## src/rtl/julia_pixel_scheduler_if.sv

```systemverilog
// Pixel request, iteration result and VGA buffer write bundle between the
// frame scheduler (master) and the iterator array / pixel buffer (slave).
interface julia_pixel_scheduler_if #(
    parameter int FX_W = 27
);
    logic            pix_valid;
    logic            pix_ready;
    logic [FX_W-1:0] pix_c_re;
    logic [FX_W-1:0] pix_c_im;
    logic [18:0]     pix_tag;
    logic [9:0]      pix_max_iter;
    logic            res_valid;
    logic [9:0]      res_iter;
    logic [18:0]     res_tag;
    logic [18:0]     buf_address;
    logic            buf_chipselect;
    logic            buf_write;
    logic            buf_clken;
    logic [7:0]      buf_writedata;

    // Requests move when pix_valid && pix_ready at a rising clk edge; the
    // payload is held while pix_valid=1 and pix_ready=0. Results have no
    // backpressure: every res_valid cycle is one result.
    modport master (
        output pix_valid, pix_c_re, pix_c_im, pix_tag, pix_max_iter,
        input  pix_ready,
        input  res_valid, res_iter, res_tag,
        output buf_address, buf_chipselect, buf_write, buf_clken, buf_writedata
    );

    modport slave (
        input  pix_valid, pix_c_re, pix_c_im, pix_tag, pix_max_iter,
        output pix_ready,
        output res_valid, res_iter, res_tag,
        input  buf_address, buf_chipselect, buf_write, buf_clken, buf_writedata
    );
endinterface

```

## src/rtl/julia_pixel_scheduler.sv

```systemverilog
// Raster-order pixel issuer for the Julia iterator array: incremental coordinate
// generation, result-to-RGB332 buffer writes and per-frame render timing.
module julia_pixel_scheduler #(
    parameter int H_RES      = 640,
    parameter int V_RES      = 480,
    parameter int CLK_PER_MS = 100000,
    parameter int FX_W       = 27
) (
    input  logic                   clk,
    input  logic                   reset_n,
    input  logic                   start,
    input  logic                   auto_restart,
    input  logic [FX_W-1:0]        init_x,
    input  logic [FX_W-1:0]        init_y,
    input  logic [FX_W-1:0]        step,
    input  logic [9:0]             num_iter,
    julia_pixel_scheduler_if.master bus,
    output logic                   busy,
    output logic                   frame_done,
    output logic [31:0]            frame_ms,
    output logic [1:0]             dbg_state
);
    localparam int COL_W = (H_RES > 1) ? $clog2(H_RES) : 1;
    localparam int ROW_W = (V_RES > 1) ? $clog2(V_RES) : 1;
    localparam logic [18:0] TOTAL = 19'(H_RES * V_RES);

    typedef enum logic [1:0] {IDLE, ISSUE, DRAIN, DONE} state_t;

    state_t          state_q, state_d;
    logic            done_last_q, done_last_d;
    logic [COL_W-1:0] col_q, col_d;
    logic [ROW_W-1:0] row_q, row_d;
    logic [18:0]     tag_q, tag_d;
    logic [FX_W-1:0] c_re_q, c_re_d, c_im_q, c_im_d;
    logic [FX_W-1:0] sh_x_q, sh_x_d, sh_step_q, sh_step_d;
    logic [9:0]      sh_iter_q, sh_iter_d;
    logic [18:0]     wr_cnt_q, wr_cnt_d;
    logic [31:0]     prescale_q, prescale_d, ms_count_q, ms_count_d;
    logic [31:0]     frame_ms_q, frame_ms_d;
    logic            pix_valid_q, pix_valid_d, busy_q, busy_d, frame_done_q, frame_done_d;
    logic [18:0]     buf_address_q, buf_address_d;
    logic            buf_write_q, buf_write_d, buf_clken_q, buf_clken_d;
    logic [7:0]      buf_data_q, buf_data_d;
    logic            go, xfer, res_acc, last_col, last_row;
    logic [7:0]      colour;

    always_comb begin
        state_d       = state_q;
        col_d         = col_q;
        row_d         = row_q;
        tag_d         = tag_q;
        c_re_d        = c_re_q;
        c_im_d        = c_im_q;
        sh_x_d        = sh_x_q;
        sh_step_d     = sh_step_q;
        sh_iter_d     = sh_iter_q;
        wr_cnt_d      = wr_cnt_q;
        prescale_d    = prescale_q;
        ms_count_d    = ms_count_q;
        buf_address_d = buf_address_q;
        buf_data_d    = buf_data_q;
        buf_clken_d   = 1'b1;
        done_last_d   = (state_q == DONE);

        // auto_restart only fires in the IDLE cycle that directly follows DONE
        go       = (state_q == IDLE) && (start || (auto_restart && done_last_q));
        xfer     = pix_valid_q && bus.pix_ready;
        res_acc  = bus.res_valid && busy_q;
        last_col = (col_q == COL_W'(H_RES - 1));
        last_row = (row_q == ROW_W'(V_RES - 1));

        if (bus.res_iter >= sh_iter_q) colour = 8'h00;
        else colour = {bus.res_iter[2:0], bus.res_iter[5:3], bus.res_iter[7:6]};

        case (state_q)
            IDLE: if (go) begin
                state_d    = ISSUE;
                sh_x_d     = init_x;
                sh_step_d  = step;
                sh_iter_d  = num_iter;
                c_re_d     = init_x;
                c_im_d     = init_y;
                col_d      = '0;
                row_d      = '0;
                tag_d      = '0;
                wr_cnt_d   = '0;
                prescale_d = '0;
                ms_count_d = '0;
            end
            ISSUE: if (xfer) begin
                if (last_col && last_row) begin
                    state_d = DRAIN;
                end else if (last_col) begin
                    col_d  = '0;
                    row_d  = row_q + 1'b1;
                    c_re_d = sh_x_q;
                    c_im_d = c_im_q + sh_step_q;
                    tag_d  = tag_q + 19'd1;
                end else begin
                    col_d  = col_q + 1'b1;
                    c_re_d = c_re_q + sh_step_q;
                    tag_d  = tag_q + 19'd1;
                end
            end
            DRAIN: if (wr_cnt_q == TOTAL) state_d = DONE;
            default: state_d = IDLE;
        endcase

        if (res_acc) wr_cnt_d = wr_cnt_q + 19'd1;
        buf_write_d = res_acc;
        if (res_acc) begin
            buf_address_d = bus.res_tag;
            buf_data_d    = colour;
        end

        if (busy_q) begin
            if (prescale_q == 32'(CLK_PER_MS - 1)) begin
                prescale_d = '0;
                ms_count_d = ms_count_q + 32'd1;
            end else begin
                prescale_d = prescale_q + 32'd1;
            end
        end

        pix_valid_d  = (state_d == ISSUE);
        busy_d       = (state_d == ISSUE) || (state_d == DRAIN);
        frame_done_d = (state_d == DONE);
        // Includes the final DRAIN cycle's tick, so the time covers the whole frame
        frame_ms_d   = (state_d == DONE && state_q != DONE) ? ms_count_d : frame_ms_q;
    end

    always_ff @(posedge clk or negedge reset_n) begin
        if (!reset_n) begin
            state_q       <= IDLE;
            done_last_q   <= 1'b0;
            col_q         <= '0;
            row_q         <= '0;
            tag_q         <= '0;
            c_re_q        <= '0;
            c_im_q        <= '0;
            sh_x_q        <= '0;
            sh_step_q     <= '0;
            sh_iter_q     <= '0;
            wr_cnt_q      <= '0;
            prescale_q    <= '0;
            ms_count_q    <= '0;
            frame_ms_q    <= '0;
            pix_valid_q   <= 1'b0;
            busy_q        <= 1'b0;
            frame_done_q  <= 1'b0;
            buf_address_q <= '0;
            buf_write_q   <= 1'b0;
            buf_clken_q   <= 1'b0;
            buf_data_q    <= '0;
        end else begin
            state_q       <= state_d;
            done_last_q   <= done_last_d;
            col_q         <= col_d;
            row_q         <= row_d;
            tag_q         <= tag_d;
            c_re_q        <= c_re_d;
            c_im_q        <= c_im_d;
            sh_x_q        <= sh_x_d;
            sh_step_q     <= sh_step_d;
            sh_iter_q     <= sh_iter_d;
            wr_cnt_q      <= wr_cnt_d;
            prescale_q    <= prescale_d;
            ms_count_q    <= ms_count_d;
            frame_ms_q    <= frame_ms_d;
            pix_valid_q   <= pix_valid_d;
            busy_q        <= busy_d;
            frame_done_q  <= frame_done_d;
            buf_address_q <= buf_address_d;
            buf_write_q   <= buf_write_d;
            buf_clken_q   <= buf_clken_d;
            buf_data_q    <= buf_data_d;
        end
    end

    assign bus.pix_valid      = pix_valid_q;
    assign bus.pix_c_re       = c_re_q;
    assign bus.pix_c_im       = c_im_q;
    assign bus.pix_tag        = tag_q;
    assign bus.pix_max_iter   = sh_iter_q;
    assign bus.buf_address    = buf_address_q;
    assign bus.buf_chipselect = buf_write_q;
    assign bus.buf_write      = buf_write_q;
    assign bus.buf_clken      = buf_clken_q;
    assign bus.buf_writedata  = buf_data_q;
    assign busy               = busy_q;
    assign frame_done         = frame_done_q;
    assign frame_ms           = frame_ms_q;
    assign dbg_state          = state_q;
endmodule

```

## src/flat_wrapper.sv

```systemverilog
// flat-port wrapper written by rule: the top's interface ports become plain ports
module julia_pixel_scheduler_flat 
#(
    parameter int H_RES      = 640,
    parameter int V_RES      = 480,
    parameter int CLK_PER_MS = 100000,
    parameter int FX_W       = 27
)
  (clk, reset_n, start, auto_restart, init_x, init_y, step, num_iter, busy, frame_done, frame_ms, dbg_state, bus_pix_valid, bus_pix_c_re, bus_pix_c_im, bus_pix_tag, bus_pix_max_iter, bus_pix_ready, bus_res_valid, bus_res_iter, bus_res_tag, bus_buf_address, bus_buf_chipselect, bus_buf_write, bus_buf_clken, bus_buf_writedata);
  julia_pixel_scheduler_if #(.FX_W(FX_W)) bus_i ();
  input  logic clk;
  input  logic reset_n;
  input  logic start;
  input  logic auto_restart;
  input  logic [FX_W-1:0] init_x;
  input  logic [FX_W-1:0] init_y;
  input  logic [FX_W-1:0] step;
  input  logic [9:0] num_iter;
  output logic busy;
  output logic frame_done;
  output logic [31:0] frame_ms;
  output logic [1:0] dbg_state;
  output wire logic [$bits(bus_i.pix_valid)-1:0] bus_pix_valid;
  output wire logic [$bits(bus_i.pix_c_re)-1:0] bus_pix_c_re;
  output wire logic [$bits(bus_i.pix_c_im)-1:0] bus_pix_c_im;
  output wire logic [$bits(bus_i.pix_tag)-1:0] bus_pix_tag;
  output wire logic [$bits(bus_i.pix_max_iter)-1:0] bus_pix_max_iter;
  input wire logic [$bits(bus_i.pix_ready)-1:0] bus_pix_ready;
  input wire logic [$bits(bus_i.res_valid)-1:0] bus_res_valid;
  input wire logic [$bits(bus_i.res_iter)-1:0] bus_res_iter;
  input wire logic [$bits(bus_i.res_tag)-1:0] bus_res_tag;
  output wire logic [$bits(bus_i.buf_address)-1:0] bus_buf_address;
  output wire logic [$bits(bus_i.buf_chipselect)-1:0] bus_buf_chipselect;
  output wire logic [$bits(bus_i.buf_write)-1:0] bus_buf_write;
  output wire logic [$bits(bus_i.buf_clken)-1:0] bus_buf_clken;
  output wire logic [$bits(bus_i.buf_writedata)-1:0] bus_buf_writedata;
  assign bus_pix_valid = bus_i.pix_valid;
  assign bus_pix_c_re = bus_i.pix_c_re;
  assign bus_pix_c_im = bus_i.pix_c_im;
  assign bus_pix_tag = bus_i.pix_tag;
  assign bus_pix_max_iter = bus_i.pix_max_iter;
  assign bus_i.pix_ready = bus_pix_ready;
  assign bus_i.res_valid = bus_res_valid;
  assign bus_i.res_iter = bus_res_iter;
  assign bus_i.res_tag = bus_res_tag;
  assign bus_buf_address = bus_i.buf_address;
  assign bus_buf_chipselect = bus_i.buf_chipselect;
  assign bus_buf_write = bus_i.buf_write;
  assign bus_buf_clken = bus_i.buf_clken;
  assign bus_buf_writedata = bus_i.buf_writedata;
  julia_pixel_scheduler #(.H_RES(H_RES), .V_RES(V_RES), .CLK_PER_MS(CLK_PER_MS), .FX_W(FX_W)) u_core (.clk(clk), .reset_n(reset_n), .start(start), .auto_restart(auto_restart), .init_x(init_x), .init_y(init_y), .step(step), .num_iter(num_iter), .bus(bus_i), .busy(busy), .frame_done(frame_done), .frame_ms(frame_ms), .dbg_state(dbg_state));
endmodule
```

## config.mk

```make
export PLATFORM = sky130hd
export DESIGN_NAME = julia_pixel_scheduler_flat
export DESIGN_NICKNAME = d
export VERILOG_FILES = /design/src/rtl/julia_pixel_scheduler_if.sv /design/src/rtl/julia_pixel_scheduler.sv /design/src/flat_wrapper.sv
export SDC_FILE = /design/constraint.sdc
export NUM_CORES = 1
export LEC_CHECK = 0
export BUFFER_PORTS_ARGS = -buffer_cell sky130_fd_sc_hd__buf_2
export CAP_MARGIN = 20
export CORE_AREA = 2 2 166 184
export CTS_CLUSTER_DIAMETER = 50
export DETAILED_ROUTE_END_ITERATION = 8
export DIE_AREA = 0 0 168 186
export GPL_ROUTABILITY_DRIVEN = 1
export PLACE_DENSITY = 0.9
export SLEW_MARGIN = 20
export SYNTH_ARGS = -nofsm -noshare
export SYNTH_HDL_FRONTEND = slang
export SYNTH_SLANG_ARGS = --single-unit
```

## constraint.sdc

```tcl
create_clock -name clk -period 3.4 [get_ports clk]
set_input_delay 0.68 -clock clk [delete_from_list [all_inputs] [get_ports clk]]
set_output_delay 0.68 -clock clk [all_outputs]
set_load 0.02 [all_outputs]
```

==> impl_metrics.toml <==
[synthesis]
synth_area_leader_cell = "sky130_fd_sc_hd__dfrtp_1"
number_of_enable_type_register_cells_in_the_synthesized_netlist = 0
yosysSeqAreaShare_pct = 47.18
netlist.area_leader.share_pct = 47.18
async_flop_share_pct = 100.0
number_of_instances_in_the_synthesized_netlist = 1802
synth.yosys.warnings = 0
syn_area_per_cell_um2 = 9.007
ys_ff_latch = 306
synth.net_count = 2001
syn_area_um2 = 16230
post_synth_main_area_contributors = "sky130_fd_sc_hd__dfrtp_1, sky130_fd_sc_hd__nand2_1, sky130_fd_sc_hd__ha_1"
ys.flop_type = "sky130_fd_sc_hd__dfrtp_1"
synth.distinct_cells = 75

[timing]
finalHoldViolCount = 0
rsz_0062_raised_after_global_routing = "no"
timing.final.ws_setup_ps = 443.8
min_period_over_period_pct = 86.95
finalWorstPathRequiredPeriod_ps = 2956
timing.final.max_slew_violations = 0
max_clock_freq_ghz = 0.3383
tns_ps = 0
setup_viol = 0
relative_max_transition_margin_pct = 32.24
tightest_slew_ps = 1013
fin_worst_skew_ps = 26.42

[critical_path]
cp_max_fo = 3
worst_r2r_startpoint = "u_core.sh_step_q[0]$_DFFE_PN0P_"
startpoint = "u_core.sh_step_q[0]$_DFFE_PN0P_"
worstPathArrival_ps = 3370
critical_path_required_ps = 3810
critical_path.startpoint_type = "flip-flop"
timing_worst_setup_path_type = "flip-flop to flip-flop"
timing.critical_path.to_type = "flip-flop"

[route]
drt_pre_antenna_iters = 9
drc = 0
viasPerCell = 6.015
vias = 14864
drt_iter0_markers = 1249
wirelength_mm = 45.49
ant_nets = 0
wl_per_cell_um = 18.41

[clocking]
clock_root_buffer = "sky130_fd_sc_hd__clkbuf_16"
tritoncts.num_buffers = 37
htree_num_levels = 2
clockBufferDepth = 3
clk-insertion-delay-late_ps = 540
post_cts_resized = 0
clock-sinks = 306
clk_transition_reported_paths_ps = 60
tritoncts = "yes"
post_cts_buffers = 0
post_cts_hold_buffer_count = 0

[run_status]
run_status = "finished clean"

[layout]
final_cells = 2471
nets = 2266
final_common_cell = "sky130_fd_sc_hd__nand2_1"
drive_above_1_share_pct = 20.14
mostFrequentLayoutCells = "sky130_fd_sc_hd__nand2_1, sky130_fd_sc_hd__dfrtp_1, sky130_fd_sc_hd__buf_2"
areaGrowthSynthToFinish_pct = 19.18

[job]
maxCapViolCount = 0

[placement]
dp_hpwl_mm = 32.18
portbufs = 275
place_worst_setup_slack_ps = 504.3
placed_instances = 2402
gp_routability_congestion = 0.9038

[floorplan]
die-height_um = 186
core_area_um2 = 29320
top_level_ports = 276
core.rowCount = 66
floorplan.initialDensity_pct = 55.36
horizontal_die_dimension_um = 168
fp.dieArea_um2 = 31250

[grt]
grt_util_all_layers_pct = 28.70
overflow = 0
grt_max_degree = 86
grt_pass1_wl_mm = 72.90
grt_pass1_vias = 14621
grt_antenna_before_repair = 2

[power_and_ir_drop]
powerDensity_nw_per_um2 = 763.5
total_leakage_power_nw = 9.177
vdd_drop_max_mv = 0.6721

[min_path]
hp-class = "input port to async pin"
## critical path: stages, from the launching register on
cell,delay [ps]
sky130_fd_sc_hd__dfrtp_1,380
sky130_fd_sc_hd__ha_1,220
sky130_fd_sc_hd__inv_1,70
sky130_fd_sc_hd__fa_1,370
sky130_fd_sc_hd__nor2b_1,200
sky130_fd_sc_hd__o31ai_1,110
sky130_fd_sc_hd__a211oi_1,460
sky130_fd_sc_hd__a211oi_2,200
sky130_fd_sc_hd__nor2b_1,190
sky130_fd_sc_hd__nand2_1,90
sky130_fd_sc_hd__o21ai_1,160
sky130_fd_sc_hd__xor2_1,90
sky130_fd_sc_hd__a221o_1,310
## final timing paths
check | depth (start not counted) | slack, ps | endpoint
worst min-delay path | 1 | 140 | u_core.ms_count_q[15]$_DFF_PN0_
worst min register to register | 2 | 470 | u_core.bus.buf_address[5]$_DFFE_PN0P_
worst max register to register | 12 | 440 | u_core.bus.pix_c_im[20]$_DFFE_PN0P_
min in group clk | 3 | 330 | u_core.sh_step_q[9]$_DFFE_PN0P_
worst max-delay path | 12 | 440 | u_core.bus.pix_c_im[20]$_DFFE_PN0P_
max in group asynchronous | 2 | 2360 | u_core.bus.pix_c_re[25]$_DFFE_PN0P_
## flip-flops by register name, indices dropped and copies added, names as in the netlist, 19 cells and up
signal,flops
u_core.bus.pix_tag,19
u_core.wr_cnt_q,19
u_core.sh_step_q,27
u_core.bus.pix_c_im,27
u_core.frame_ms,32
u_core.ms_count_q,32
u_core.prescale_q,32
u_core.bus.pix_c_re,27
u_core.bus.buf_address,19
u_core.sh_x_q,27
## per-layer routing
layer	wire length, µm	track usage (%)	part of all wire, %	vias to the layer above
li1	-	-	-	6901
met1	18220	35.94	40	7167
met2	22160	49.22	49	666
met3	3382	5.571	7.4	130
met4	1718	11.48	3.8	0
met5	0	0	0	-
## synth_stat cells (6+ instances only)
library cell / number
sky130_fd_sc_hd__dfrtp_1: 306
sky130_fd_sc_hd__xor2_1: 43
sky130_fd_sc_hd__xnor2_1: 28
sky130_fd_sc_hd__a21o_1: 21
sky130_fd_sc_hd__and3_1: 35
sky130_fd_sc_hd__nor3_1: 28
sky130_fd_sc_hd__buf_2: 9
sky130_fd_sc_hd__a222oi_1: 10
sky130_fd_sc_hd__nor2b_1: 19
sky130_fd_sc_hd__o211ai_1: 8
sky130_fd_sc_hd__nand4_1: 27
sky130_fd_sc_hd__clkbuf_1: 60
sky130_fd_sc_hd__nor2_1: 133
sky130_fd_sc_hd__nand3_1: 66
sky130_fd_sc_hd__a22o_1: 13
sky130_fd_sc_hd__a31oi_1: 16
sky130_fd_sc_hd__and2_1: 9
sky130_fd_sc_hd__or3_1: 17
sky130_fd_sc_hd__a221oi_1: 6
sky130_fd_sc_hd__a21oi_1: 89
sky130_fd_sc_hd__a221o_1: 7
sky130_fd_sc_hd__a211oi_1: 10
sky130_fd_sc_hd__buf_1: 7
sky130_fd_sc_hd__o31ai_1: 29
sky130_fd_sc_hd__a22oi_1: 9
sky130_fd_sc_hd__o21ai_0: 127
sky130_fd_sc_hd__nand2b_1: 13
sky130_fd_sc_hd__nand2_1: 364
sky130_fd_sc_hd__o21ai_1: 64
sky130_fd_sc_hd__mux2_2: 32
sky130_fd_sc_hd__ha_1: 71
sky130_fd_sc_hd__inv_1: 40
sky130_fd_sc_hd__and4_1: 9
## area by class of cell
type	instances	area [µm²]
Antenna cell	2	5.005
Clock buffer	48	1047
Clock inverter	19	219.0
Fill cell	2276	9972
Inverter	42	157.7
Multi-Input combinational cell	1377	8143
Sequential cell	306	7657
Tap cell	374	467.9
Timing Repair Buffer	303	1647
## per-stage QoR
step	util (%)	area, µm²	hold slack [ps]	total power [mW]
global placement	61.60	18060	453.6	10.37
CTS	65.94	19330	157.4	14.74
detailed placement	61.62	18060	459.2	10.63
floorplan	-	16230	384.4	8.902
global route	65.98	19340	193.8	15.68
finish	65.98	19340	141.1	14.77
## logic make-up after synthesis
family,Yosys count,share of synthesized area [%]
AO/OA/AOI/OAI,444,16.76
XOR/XNOR,71,3.831
adder cells (fa/ha/maj),73,5.720
buffers and inverters,119,2.845
flip-flops,306,47.18
multiplexers,36,2.475
other,1,0.02310
AND/OR/NAND/NOR,752,21.17
## report_power, final
part | total (mW) | switching (mW) | internal [mW]
clock | 4.05 | 1.62 | 2.44
combinational | 5.62 | 3.39 | 2.23
sequential | 5.10 | 0.757 | 4.34
total | 14.8 | 5.76 | 9.01
No activity file was read; power rests on OpenSTA's default activity.
